--- src/rtl/note_pkg.sv ---
`default_nettype none
// note_pkg -- shared types, pitch codes, tone half-periods and the default song (rev 1.0)
package note_pkg;

  typedef enum logic [1:0] {
    S_IDLE  = 2'd0,
    S_PLAY  = 2'd1,
    S_PAUSE = 2'd2,
    S_DONE  = 2'd3
  } state_t;

  typedef struct packed {
    logic [3:0] arrows;
    logic [2:0] pitch;
  } note_t;

  localparam logic [2:0] P_REST = 3'd0;
  localparam logic [2:0] P_C4   = 3'd1;
  localparam logic [2:0] P_D4   = 3'd2;
  localparam logic [2:0] P_E4   = 3'd3;
  localparam logic [2:0] P_F4   = 3'd4;
  localparam logic [2:0] P_G4   = 3'd5;
  localparam logic [2:0] P_A4   = 3'd6;
  localparam logic [2:0] P_B4   = 3'd7;

  localparam longint DEFAULT_CLK_HZ = 100000000;

  // Frequencies kept in centi-hertz so the rounded division stays integer.
  function automatic longint half_period(input longint clk_hz, input int pitch);
    longint f_centi;
    case (pitch)
      1:       f_centi = 26163;
      2:       f_centi = 29366;
      3:       f_centi = 32963;
      4:       f_centi = 34923;
      5:       f_centi = 39200;
      6:       f_centi = 44000;
      7:       f_centi = 49388;
      default: f_centi = 0;
    endcase
    if (f_centi == 0) half_period = 0;
    else              half_period = (clk_hz * 100 + f_centi) / (2 * f_centi);
  endfunction

  localparam int unsigned HALF_PERIOD [8] = '{
    32'd0,
    32'(half_period(DEFAULT_CLK_HZ, 1)),
    32'(half_period(DEFAULT_CLK_HZ, 2)),
    32'(half_period(DEFAULT_CLK_HZ, 3)),
    32'(half_period(DEFAULT_CLK_HZ, 4)),
    32'(half_period(DEFAULT_CLK_HZ, 5)),
    32'(half_period(DEFAULT_CLK_HZ, 6)),
    32'(half_period(DEFAULT_CLK_HZ, 7))
  };

  // The default song is a four-note phrase repeated across the whole table.
  function automatic note_t song_entry(input int idx);
    case (idx % 4)
      0:       song_entry = '{arrows: 4'b0001, pitch: P_A4};
      1:       song_entry = '{arrows: 4'b0010, pitch: P_C4};
      2:       song_entry = '{arrows: 4'b0100, pitch: P_REST};
      default: song_entry = '{arrows: 4'b1000, pitch: P_G4};
    endcase
  endfunction

endpackage
`default_nettype wire

--- src/rtl/note_sequencer_song_rom.sv ---
`default_nettype none
// song_rom -- combinational song table lookup by note index (rev 1.0)
module song_rom
  import note_pkg::*;
#(
  parameter int IDX_W = 4
) (
  input  logic [IDX_W-1:0] i_idx,
  output logic [3:0]       o_arrows,
  output logic [2:0]       o_pitch
);

  note_t w_entry;

  assign w_entry  = song_entry(int'(i_idx));
  assign o_arrows = w_entry.arrows;
  assign o_pitch  = w_entry.pitch;

endmodule
`default_nettype wire

--- src/rtl/note_sequencer.sv ---
`default_nettype none
// note_sequencer -- steps the song table once per beat, strobes each new note
// and drives a square-wave tone for its pitch (rev 1.0)
module note_sequencer
  import note_pkg::*;
#(
  parameter longint CLK_HZ   = 100000000,
  parameter int     SONG_LEN = 16,
  parameter int     IDX_W    = 4
) (
  input  logic             clk,
  input  logic             rst,
  input  logic             note_clk,
  input  logic             start,
  input  logic             pause,
  output logic [3:0]       arrows,
  output logic             note_valid,
  output logic [IDX_W-1:0] note_idx,
  output logic             tone,
  output logic             playing,
  output logic             done
);

  localparam int CNT_W = $clog2(half_period(CLK_HZ, 1));
  localparam logic [IDX_W-1:0] LAST_IDX = IDX_W'(SONG_LEN - 1);
  localparam logic [CNT_W-1:0] HP [8] = '{
    CNT_W'(0),
    CNT_W'(half_period(CLK_HZ, 1)),
    CNT_W'(half_period(CLK_HZ, 2)),
    CNT_W'(half_period(CLK_HZ, 3)),
    CNT_W'(half_period(CLK_HZ, 4)),
    CNT_W'(half_period(CLK_HZ, 5)),
    CNT_W'(half_period(CLK_HZ, 6)),
    CNT_W'(half_period(CLK_HZ, 7))
  };

  state_t           r_state, w_state_nxt;
  logic             r_note_q;
  logic             w_beat;
  logic             w_load, w_finish;
  logic [IDX_W-1:0] w_load_idx;
  logic [3:0]       w_rom_arrows;
  logic [2:0]       w_rom_pitch;
  logic [IDX_W-1:0] r_idx;
  logic [3:0]       r_arrows;
  logic [2:0]       r_pitch;
  logic             r_valid, r_playing, r_done;
  logic [CNT_W-1:0] r_cnt;
  logic [CNT_W-1:0] w_half_m1;
  logic             r_tone;

  assign w_beat = note_clk & ~r_note_q;

  always_ff @(posedge clk or posedge rst) begin
    if (rst) r_state <= S_IDLE;
    else     r_state <= w_state_nxt;
  end

  always_comb begin
    w_state_nxt = r_state;
    case (r_state)
      S_IDLE:  if (start) w_state_nxt = S_PLAY;
      S_PLAY: begin
        if (start)                               w_state_nxt = S_PLAY;
        else if (pause)                          w_state_nxt = S_PAUSE;
        else if (w_beat && (r_idx == LAST_IDX))  w_state_nxt = S_DONE;
      end
      S_PAUSE: if (start || !pause) w_state_nxt = S_PLAY;
      S_DONE:  if (start) w_state_nxt = S_PLAY;
      default: w_state_nxt = S_IDLE;
    endcase
  end

  // start reloads entry 0 from any state; beats only advance an unpaused PLAY.
  always_comb begin
    w_load     = 1'b0;
    w_finish   = 1'b0;
    w_load_idx = r_idx;
    if (start) begin
      w_load     = 1'b1;
      w_load_idx = '0;
    end else if ((r_state == S_PLAY) && !pause && w_beat) begin
      if (r_idx != LAST_IDX) begin
        w_load     = 1'b1;
        w_load_idx = r_idx + IDX_W'(1);
      end else begin
        w_finish = 1'b1;
      end
    end
  end

  song_rom #(
    .IDX_W (IDX_W)
  ) u_song_rom (
    .i_idx    (w_load_idx),
    .o_arrows (w_rom_arrows),
    .o_pitch  (w_rom_pitch)
  );

  always_ff @(posedge clk or posedge rst) begin
    if (rst) begin
      r_note_q  <= 1'b0;
      r_idx     <= '0;
      r_arrows  <= '0;
      r_pitch   <= P_REST;
      r_valid   <= 1'b0;
      r_playing <= 1'b0;
      r_done    <= 1'b0;
    end else begin
      r_note_q  <= note_clk;
      r_valid   <= w_load;
      r_playing <= (w_state_nxt == S_PLAY);
      r_done    <= (w_state_nxt == S_DONE);
      if (w_load) begin
        r_idx    <= w_load_idx;
        r_arrows <= w_rom_arrows;
        r_pitch  <= w_rom_pitch;
      end else if (w_finish) begin
        r_arrows <= '0;
      end
    end
  end

  assign w_half_m1 = HP[r_pitch] - CNT_W'(1);

  // The counter keeps its phase across a pause; IDLE and DONE reset it.
  always_ff @(posedge clk or posedge rst) begin
    if (rst) begin
      r_cnt  <= '0;
      r_tone <= 1'b0;
    end else if (w_load) begin
      r_cnt  <= '0;
      r_tone <= 1'b0;
    end else if ((r_state == S_PLAY) && (w_state_nxt == S_PLAY) && (r_pitch != P_REST)) begin
      if (r_cnt == w_half_m1) begin
        r_cnt  <= '0;
        r_tone <= ~r_tone;
      end else begin
        r_cnt <= r_cnt + CNT_W'(1);
      end
    end else if ((r_state == S_PAUSE) || (w_state_nxt == S_PAUSE)) begin
      r_tone <= 1'b0;
    end else begin
      r_cnt  <= '0;
      r_tone <= 1'b0;
    end
  end

  assign arrows     = r_arrows;
  assign note_valid = r_valid;
  assign note_idx   = r_idx;
  assign tone       = r_tone;
  assign playing    = r_playing;
  assign done       = r_done;

endmodule
`default_nettype wire

--- config.mk ---
export PLATFORM = sky130hd
export DESIGN_NAME = note_sequencer
export DESIGN_NICKNAME = d
export VERILOG_FILES = /design/src/rtl/note_pkg.sv /design/src/rtl/note_sequencer_song_rom.sv /design/src/rtl/note_sequencer.sv
export SDC_FILE = /design/constraint.sdc
export NUM_CORES = 1
export LEC_CHECK = 0
export BUFFER_PORTS_ARGS = -buffer_cell sky130_fd_sc_hd__buf_2
export CAP_MARGIN = 40
export CORE_ASPECT_RATIO = 0.7
export CORE_MARGIN = 4
export CORE_UTILIZATION = 45
export DETAILED_ROUTE_END_ITERATION = 10
export GPL_TIMING_DRIVEN = 0
export PLACE_DENSITY = 0.61
export SETUP_SLACK_MARGIN = 0.15
export SYNTH_ARGS = -nofsm -noshare
export SYNTH_HDL_FRONTEND = slang
export SYNTH_HIERARCHICAL = 1
export SYNTH_SLANG_ARGS = --single-unit
--- constraint.sdc ---
create_clock -name clk -period 9.9 [get_ports clk]
set_input_delay 0.99 -clock clk [delete_from_list [all_inputs] [get_ports clk]]
set_output_delay 0.99 -clock clk [all_outputs]
set_load 0.02 [all_outputs]
==> results of run 1 <==
==> sequential cells by signal (all words and copies together), names as in the netlist <==
signal / count
r_cnt: 18
arrows: 4
note_idx: 4
r_pitch: 3
r_state: 2
done: 1
note_valid: 1
playing: 1
r_note_q: 1
tone: 1
==> metrics by stage <==
step / instance area, µm² / setup slack [ns] / util (%) / std cells / total power, mW
final: 2968 / 6.017 / 51.57 / 403 / 0.4820
after global routing: 2968 / 5.642 / 51.57 / 403 / 0.5126
after CTS: 2968 / 6.067 / 51.57 / 403 / 0.4814
after detailed placement: 2883 / 6.109 / 50.09 / 395 / 0.3727
after global placement: 2873 / 6.129 / 49.91 / 394 / 0.3678
after floorplan: 2699 / 6.672 / - / 303 / 0.3262
==> worst max-delay path, delay by kind of cell, from the launching register on <==
family	cells	cell delay, ns
multiplexers	1	0.16
AO/OA/AOI/OAI	6	1.90
adder cells (fa/ha/maj)	2	0.59
AND/OR/NAND/NOR	2	0.20
flip-flops	1	0.53
buffers and inverters	2	0.40
==> area by class of cell <==
class / count / area, µm²
clock buffer: 7 / 76.32
inverter: 21 / 78.83
fill: 568 / 2788
multi-input combinational: 234 / 1647
buffer: 12 / 72.57
tap: 75 / 93.84
timing repair buffer: 17 / 90.09
sequential: 36 / 900.9
clock inverter: 1 / 8.758
==> per-layer routing <==
layer  routed length, µm  up-vias  track usage [%]
li1                    -     1131                -
met1                3475     1056            30.63
met2                2493       46            26.28
met3                 338        7            3.438
met4                  55        0            4.933
met5                   0        -                0
==> final timing paths <==
check	from	to	cells past startpoint
worst max-delay path	r_pitch[1]	r_cnt[15]	13
worst min-delay path	arrows[0]	arrows[0]	1
worst max register to register	r_pitch[1]	r_cnt[15]	13
worst min register to register	arrows[0]	arrows[0]	1
max in group asynchronous	rst	r_cnt[15]	2
min in group asynchronous	rst	note_idx[2]	2
==> cells in the final DEF (no fill, tap or decap), types with 3 or more instances in the layout <==
master     n
dfrtp_1   36
or4_1      3
a31oi_1    4
o21ai_0    8
and3_1     3
or3_1      4
inv_1     19
ha_1      17
a21oi_1   17
nand4_1    3
or2_1      3
nor2_1    18
a311oi_1   3
clkbuf_8   5
nand2_1   15
nand3_1   14
xor2_1     5
nor2_2    10
nand2b_1   5
nor2b_1    5
xnor2_1   25
buf_2     17
clkbuf_1   9
nor3_1    12
o21ai_1    4
o21a_1     7
and2_1     4
o31ai_1    3
mux2i_1    6
o22ai_1    4
a22o_1     4
nor4_1     7
==> report_power, final <==
| group | switching, mW | total, mW | leakage, nW | internal, mW |
|---|---|---|---|---|
| registers | 0.0122 | 0.170 | 0.483 | 0.158 |
| clock network | 0.0606 | 0.111 | 0.0424 | 0.0504 |
| logic | 0.124 | 0.201 | 0.652 | 0.0773 |
==> impl_metrics.ini, run 1 <==
[outcome]
status = finished, final reports clean

[power]
leakage_nw = 1.178
p_per_area_nw_per_um2 = 162.4
ir_drop_mv = 0.1220

[die]
start_util_pct = 46.89
core_um2 = 5756
pin_count = 17
dieWidth_um = 100.6
row_count = 23
die_y_um = 72.80
die-area_um2 = 7320

[finish]
syn2layout_area_growth_pct = 9.968
antenna-diode-count = 0
layout.nets = 349
drive_gt1_share_pct = 14.33

[synthesis]
syn_avg_cell_area_um2 = 8.907
netlist_area_um2 = 2699
syn_inst = 303
syn_nets = 325
ys_warn_count = 6

[timing]
period_minus_slack_ns = 3.883
maxSlewViolCount = 0
timing.hold.ws_ns = 0.5052
setup_viol = 0
hold_viol = 0
max_freq_mhz = 257.5
max_slew_margin_pct = 47.76
worstMarginPinSlew_ns = 0.7836
clock_skew_ns = 0.007682
finalCritPeriodShare_pct = 39.22
tns_ns = 0
rsz0062_at_grt = false

[routing]
first_pass_iters = 4
antenna_left = 0
remaining_drc_errors = 0
wire_per_inst_um = 15.79
vias_per_cell = 5.558
drtIter0Drc = 168
vias = 2240
routed_wirelength_um = 6362

[worst_setup_path]
critPathCaptureType = flip-flop
crit_required_ns = 10.09
cpMostUsedCell = ha_1
crit_fanout = 10
start_kind = flip-flop
cp.arrival_ns = 4.07
path_cells = inv_1 -> ha_1 -> mux2i_1 -> ha_1 -> nand3b_1 -> a2111oi_0 -> o21ai_0 -> o21a_1 -> a2111oi_4 -> o2111ai_4 -> a21oi_4 -> buf_8 -> nor2_2
cp_slowest_cell = a2111oi_0
path_class = flip-flop to flip-flop
reg2reg_slack_ns = 6.02
max_stage_delay_ns = 0.54

[clock_tree]
cts_sinks = 36
clockRootBuffer = clkbuf_8
cts_tree = done
cts_made_buffers = 5
htree_num_levels = 2
clk_transition_reported_paths_ns = 0.09
hold_buffers = 0
post-cts-setup-buffer-count = 0
clk_path_buf_depth = 2
cts_resized = 0
clk_latency_ns = 0.30

[placed_design]
place_congestion = 0.8078
portBuffers = 16
dp_hpwl_um = 4747

[grt]
antenna_found_initial = 0
grt_max_degree = 37
grt_pass1_wl_um = 11040
grt_pass1_vias = 2138
grt_usage_pct = 19.20
overflow = 0

[flow_run]
cap_viol_max_count = 0

[min_path]
hold_class = flip-flop to flip-flop
(Power assumes the default switching activity.)
==> run 2: changes to the inputs <==
- PLACE_DENSITY: 0.61 -> 0.63
- clock period: 9.9 -> 3.35 ns (I/O delays scaled with it)
==> run 2 against run 1 <==
Compared with the run above:
- flip-flop and latch count unchanged
- cell count grew 6.5%
- register-to-register slack lost 5.8 ns
- global-route usage is 0.79 points higher
- sequential power rose to 2.9 times the previous value
- wire length up 15%
- combinational power grew to 3.9 times the previous value
- fmax increased by 22%
- clock power grew to 2.9 times the previous value
- final area rose by 15%
- worst hold slack got worse by 0.34 ns
- via count grew 8.5%
- critical path type unchanged
- highest routed layer unchanged
==> impl_metrics.ini, run 2 (synthesis results as in run 1) <==
[finish]
layout_common_cells = dfrtp_1 (34), xnor2_1 (24), buf_4 (23), nor2_1 (18), inv_1 (17)
final_common_cell = dfrtp_1
syn2layout_area_growth_pct = 26.38
top_register = r_cnt
fillers = 496
final_util_pct = 59.26
largest_reg_flops = 18
antenna-diode-count = 0
layout.nets = 375
drive_gt1_share_pct = 27.97

[power]
leakage_nw = 1.352
ir_drop_mv = 0.3461
p_per_area_nw_per_um2 = 469.5
finalPower_mw = 1.601

[grt]
grt_usage_pct = 19.99
overflow = 0
grt_max_degree = 37
grt_pass1_wl_um = 11430
antenna_found_initial = 0
grt_pass1_vias = 2206

[timing]
hold_viol = 0
period_minus_slack_ns = 3.176
timing.hold.ws_ns = 0.1648
setup_viol = 0
rsz0062_at_grt = true
finalCritPeriodShare_pct = 94.81
maxSlewViolCount = 0
max_freq_mhz = 314.9
worst_slack_ns = 0.1740
clock_skew_ns = 0.006237
max_slew_margin_pct = 47.53
worstMarginPinSlew_ns = 0.7859

[flow_run]
cap_viol_max_count = 0

[worst_setup_path]
critPathCaptureType = flip-flop
crit_fanout = 7
path_cells = buf_6 -> ha_4 -> mux2i_1 -> ha_2 -> nand3b_1 -> buf_4 -> a2111oi_4 -> a211oi_2 -> o32a_1 -> a2111oi_4 -> o2111ai_4 -> buf_6 -> xnor2_2 -> and2_4
cp_slowest_cell = dfrtp_2
path_class = flip-flop to flip-flop
crit_required_ns = 3.54
max_stage_delay_ns = 0.45
start_kind = flip-flop
cp.arrival_ns = 3.36

[routing]
routed_wirelength_um = 7333
drtIter0Drc = 211
antenna_left = 0
remaining_drc_errors = 0
vias = 2430
wire_per_inst_um = 17.09
first_pass_iters = 4
vias_per_cell = 5.664

[die]
die-area_um2 = 7320
row_count = 23
pin_count = 17
die_y_um = 72.80
start_util_pct = 46.89
dieWidth_um = 100.6
core_um2 = 5756

[outcome]
status = finished, final reports clean

[min_path]
hold_class = input pin to flip-flop

[clock_tree]
htree_num_levels = 2
clk_transition_reported_paths_ns = 0.08
clk_latency_ns = 0.29
cts_made_buffers = 5
hold_buffers = 0
clk_path_buf_depth = 2
cts_sinks = 36
cts_tree = done
clockRootBuffer = clkbuf_8

[placed_design]
portBuffers = 16
pre_cts_ws_ns = -0.4501
dp_hpwl_um = 4817
place_congestion = 0.8292
[run 2: cell count changes in the layout (fill, tap and decap cells not counted), sizes merged]
cell,before,now
inv,21,20
clkinvlp,0,1
buf,21,47
[run 2: power breakdown]
group	total (mW)	internal, mW	leakage (nW)	switching (mW)
Clock	0.324	0.149	0.0424	0.175
Sequential	0.501	0.468	0.481	0.0333
Combinational	0.777	0.339	0.829	0.438
[run 2: metrics by stage]
step	cells	TNS, ns	area [µm²]
after floorplan	303	0	2700
after global placement	394	-6.131	2874
after detailed placement	395	-6.950	2884
after CTS	411	0	3107
after global routing	429	0	3411
final	429	0	3411
[run 2: routing by layer]
metal / track usage, % / vias to the layer above / share of wire, %
li1: - / 1179 / -
met3: 4.011 / 8 / 5.0
met2: 28.93 / 48 / 45
met1: 30.74 / 1195 / 49
met5: 0 / - / 0
met4: 4.185 / 0 / 0.78
[run 2: worst max-delay path: cells and delay by family, from the launching register on]
kind / cells / cell delay (ns)
DFF: 1 / 0.45
xor gates and xnor gates: 1 / 0.12
adders and majority gates: 2 / 0.41
and+or+nand+nor: 2 / 0.26
buffers and inverters: 3 / 0.50
muxes: 1 / 0.17
AOI/OAI and AO/OA: 5 / 1.14
[run 2: final cells by class]
type | instances | area, µm² | share of cell area, %
Clock inverter | 1 | 8.758 | 0.2568
Sequential cell | 36 | 903.4 | 26.49
Buffer | 12 | 112.6 | 3.302
Clock buffer | 7 | 76.32 | 2.238
Tap cell | 75 | 93.84 | 2.751
Inverter | 21 | 85.08 | 2.494
Timing Repair Buffer | 43 | 314.1 | 9.208
Multi-Input combinational cell | 234 | 1817 | 53.26
[run 2: path summary, 6_finish.rpt]
kind,start,cells past startpoint,end,slack (ns)
max in group asynchronous,rst,2,r_pitch[1],2.63
setup reg to reg,r_pitch[0],14,tone,0.17
setup / recovery,r_pitch[0],14,tone,0.17
min in group asynchronous,rst,2,note_idx[3],0.18
hold reg to reg,arrows[1],1,arrows[1],0.50
hold / removal,note_clk,1,r_note_q,0.16
[run 2: repair_timing]
| action | in CTS | in global routing |
|---|---|---|
| setup endpoints to repair | 19 | 19 |
| pin swaps | 5 | 8 |
| setup buffers | 8 | 17 |
| gates resized for setup | 19 | 29 |
| hold endpoints to repair | 0 | 0 |
| gates cloned | 0 | 1 |
==> run 3: changes to the inputs <==
- CELL_PAD_IN_SITES_DETAIL_PLACEMENT: default -> 1
- CELL_PAD_IN_SITES_GLOBAL_PLACEMENT: default -> 1
- CORE_UTILIZATION: 45 -> 42
- PLACE_DENSITY: 0.63 -> 0.75
- SKIP_CTS_REPAIR_TIMING: default -> 1
==> run 3 against run 2 <==
Compared with the run above:
- the flow now finishes with violations (negative setup slack)
- non-clock buffer count stayed put
- flip-flop and latch count stayed put
- sequential power hardly changed
- clock skew is 0.0083 ns higher
- die area is 6.5% higher
- clock power hardly changed
- sequential share of layout area is 0.28 points lower
- register-to-register slack worse by 0.18 ns
- combinational power is 7.5% higher
- critical path depth is 1 lower
- first-iteration DRC count is 28% lower
- fmax is 5.3% lower
==> impl_metrics.ini, run 3 (synthesis results as in run 1) <==
[outcome]
status = finished with violations
violations = negative setup slack

[worst_setup_path]
path_cells = clkinvlp_4 -> ha_4 -> mux2i_1 -> ha_2 -> nand3b_1 -> a2111oi_4 -> a211oi_2 -> o32a_1 -> a2111oi_4 -> o2111ai_4 -> a21oi_4 -> clkbuf_16 -> nor2_2
crit_fanout = 6
max_stage_delay_ns = 0.43
critPathBufInv = 2
cp_slowest_cell = dfrtp_2
worstSetupStartpoint = r_pitch[1]
cp.arrival_ns = 3.54
crit_required_ns = 3.54
start_kind = flip-flop
critPathCaptureType = flip-flop
path_class = flip-flop to flip-flop
r2r-start = r_pitch[1]
cpMostUsedCell = a2111oi_4
path_delay_family = compound AO/OA/AOI/OAI gates

[clock_tree]
cts_made_buffers = 5
clk_path_buf_depth = 2
htree_num_levels = 2
cts_sinks = 36
clk_transition_reported_paths_ns = 0.08
clk_latency_ns = 0.30
cts_tree = done
clockRootBuffer = clkbuf_8

[placed_design]
pre_cts_ws_ns = -0.5352
place_congestion = 0.8129
dp_hpwl_um = 5515
portBuffers = 16

[timing]
worst_slack_ns = -0.004634
finalCritPeriodShare_pct = 100.1
hold_viol = 0
max_freq_mhz = 298.1
setup_viol = 6
maxSlewViolCount = 0
worstMarginPinSlew_ns = 1.033
timing.hold.ws_ns = 0.1590
rsz0062_at_grt = true
tns_ns = -0.01649
period_minus_slack_ns = 3.355
max_slew_margin_pct = 30.54
clock_skew_ns = 0.01449

[finish]
syn2layout_area_growth_pct = 27.72
drive_gt1_share_pct = 26.84
antenna-diode-count = 0
final_common_cell = dfrtp_1
fillers = 723
multiInputGateArea_um2 = 1838
top_register = r_cnt
layout_common_cells = dfrtp_1 (34), xnor2_1 (24), buf_4 (24), nor2_1 (18)
largest_reg_flops = 18
seq_area_um2 = 903.4
layout.nets = 375

[routing]
drtIter0Drc = 152
antenna_left = 0
remaining_drc_errors = 0
first_pass_iters = 5
routed_wirelength_um = 8637
vias = 2508
wire_per_inst_um = 19.99
vias_per_cell = 5.806

[power]
leakage_nw = 1.350
finalPower_mw = 1.663
p_per_area_nw_per_um2 = 482.4
ir_drop_mv = 0.3044

[die]
row_count = 24
die_y_um = 75.07
start_util_pct = 43.42
pin_count = 17
die-area_um2 = 7793
dieWidth_um = 103.8
core_um2 = 6216

[min_path]
hold_class = input pin to flip-flop
min-delay-start = note_clk

[grt]
grt_pass1_wl_um = 12640
grt_usage_pct = 20.39
antenna_found_initial = 0
grt_max_degree = 37
overflow = 0
grt_pass1_vias = 2469

[flow_run]
cap_viol_max_count = 0
==> run 3: area by class of cell <==
class | instances | area share, %
Tap cell | 78 | 2.831
Clock buffer | 7 | 2.214
Clock inverter | 1 | 0.2541
Inverter | 21 | 2.505
Sequential cell | 36 | 26.21
Multi-Input combinational cell | 234 | 53.32
Timing Repair Buffer | 43 | 9.546
Buffer | 12 | 3.122
==> run 3: stage by stage <==
step	cells	instance area (µm²)	util, %
2_1_floorplan	303	2700	-
3_3_place_gp	397	2878	46.30
3_5_place_dp	398	2889	46.48
4_1_cts	406	2974	47.85
5_1_grt	432	3447	55.45
6_report	432	3447	55.45
==> run 3: worst reg2reg max path: cells and delay by family, from the launching register on <==
family | cells | cell delay, ns
AOI/OAI and AO/OA | 6 | 1.54
adders and majority gates | 2 | 0.48
DFF | 1 | 0.43
and+or+nand+nor | 2 | 0.25
muxes | 1 | 0.15
buffers and inverters | 2 | 0.40
==> run 3: final timing paths <==
path	end	slack, ns	depth (start not counted)
min in group asynchronous	note_idx[0]	0.17	2
max in group asynchronous	r_pitch[1]	2.63	2
min reg2reg	arrows[1]	0.50	1
max	r_cnt[6]	-0.005	13
max reg2reg	r_cnt[6]	-0.005	13
min	r_note_q	0.16	1
==> run 3: report_power, final <==
group	internal, mW	switching [mW]	leakage, nW	total [mW]
Sequential	0.468	0.0360	0.481	0.504
Clock	0.149	0.175	0.0424	0.324
Combinational	0.362	0.473	0.826	0.835
==> run 3: per-layer routing <==
metal  global-route usage, %  up-vias  wire, µm
met4                   4.425        0       116
met1                   28.28     1261      3951
met2                   34.27       58      4133
met5                       0        -         0
li1                        -     1177         -
met3                   3.342       12       434
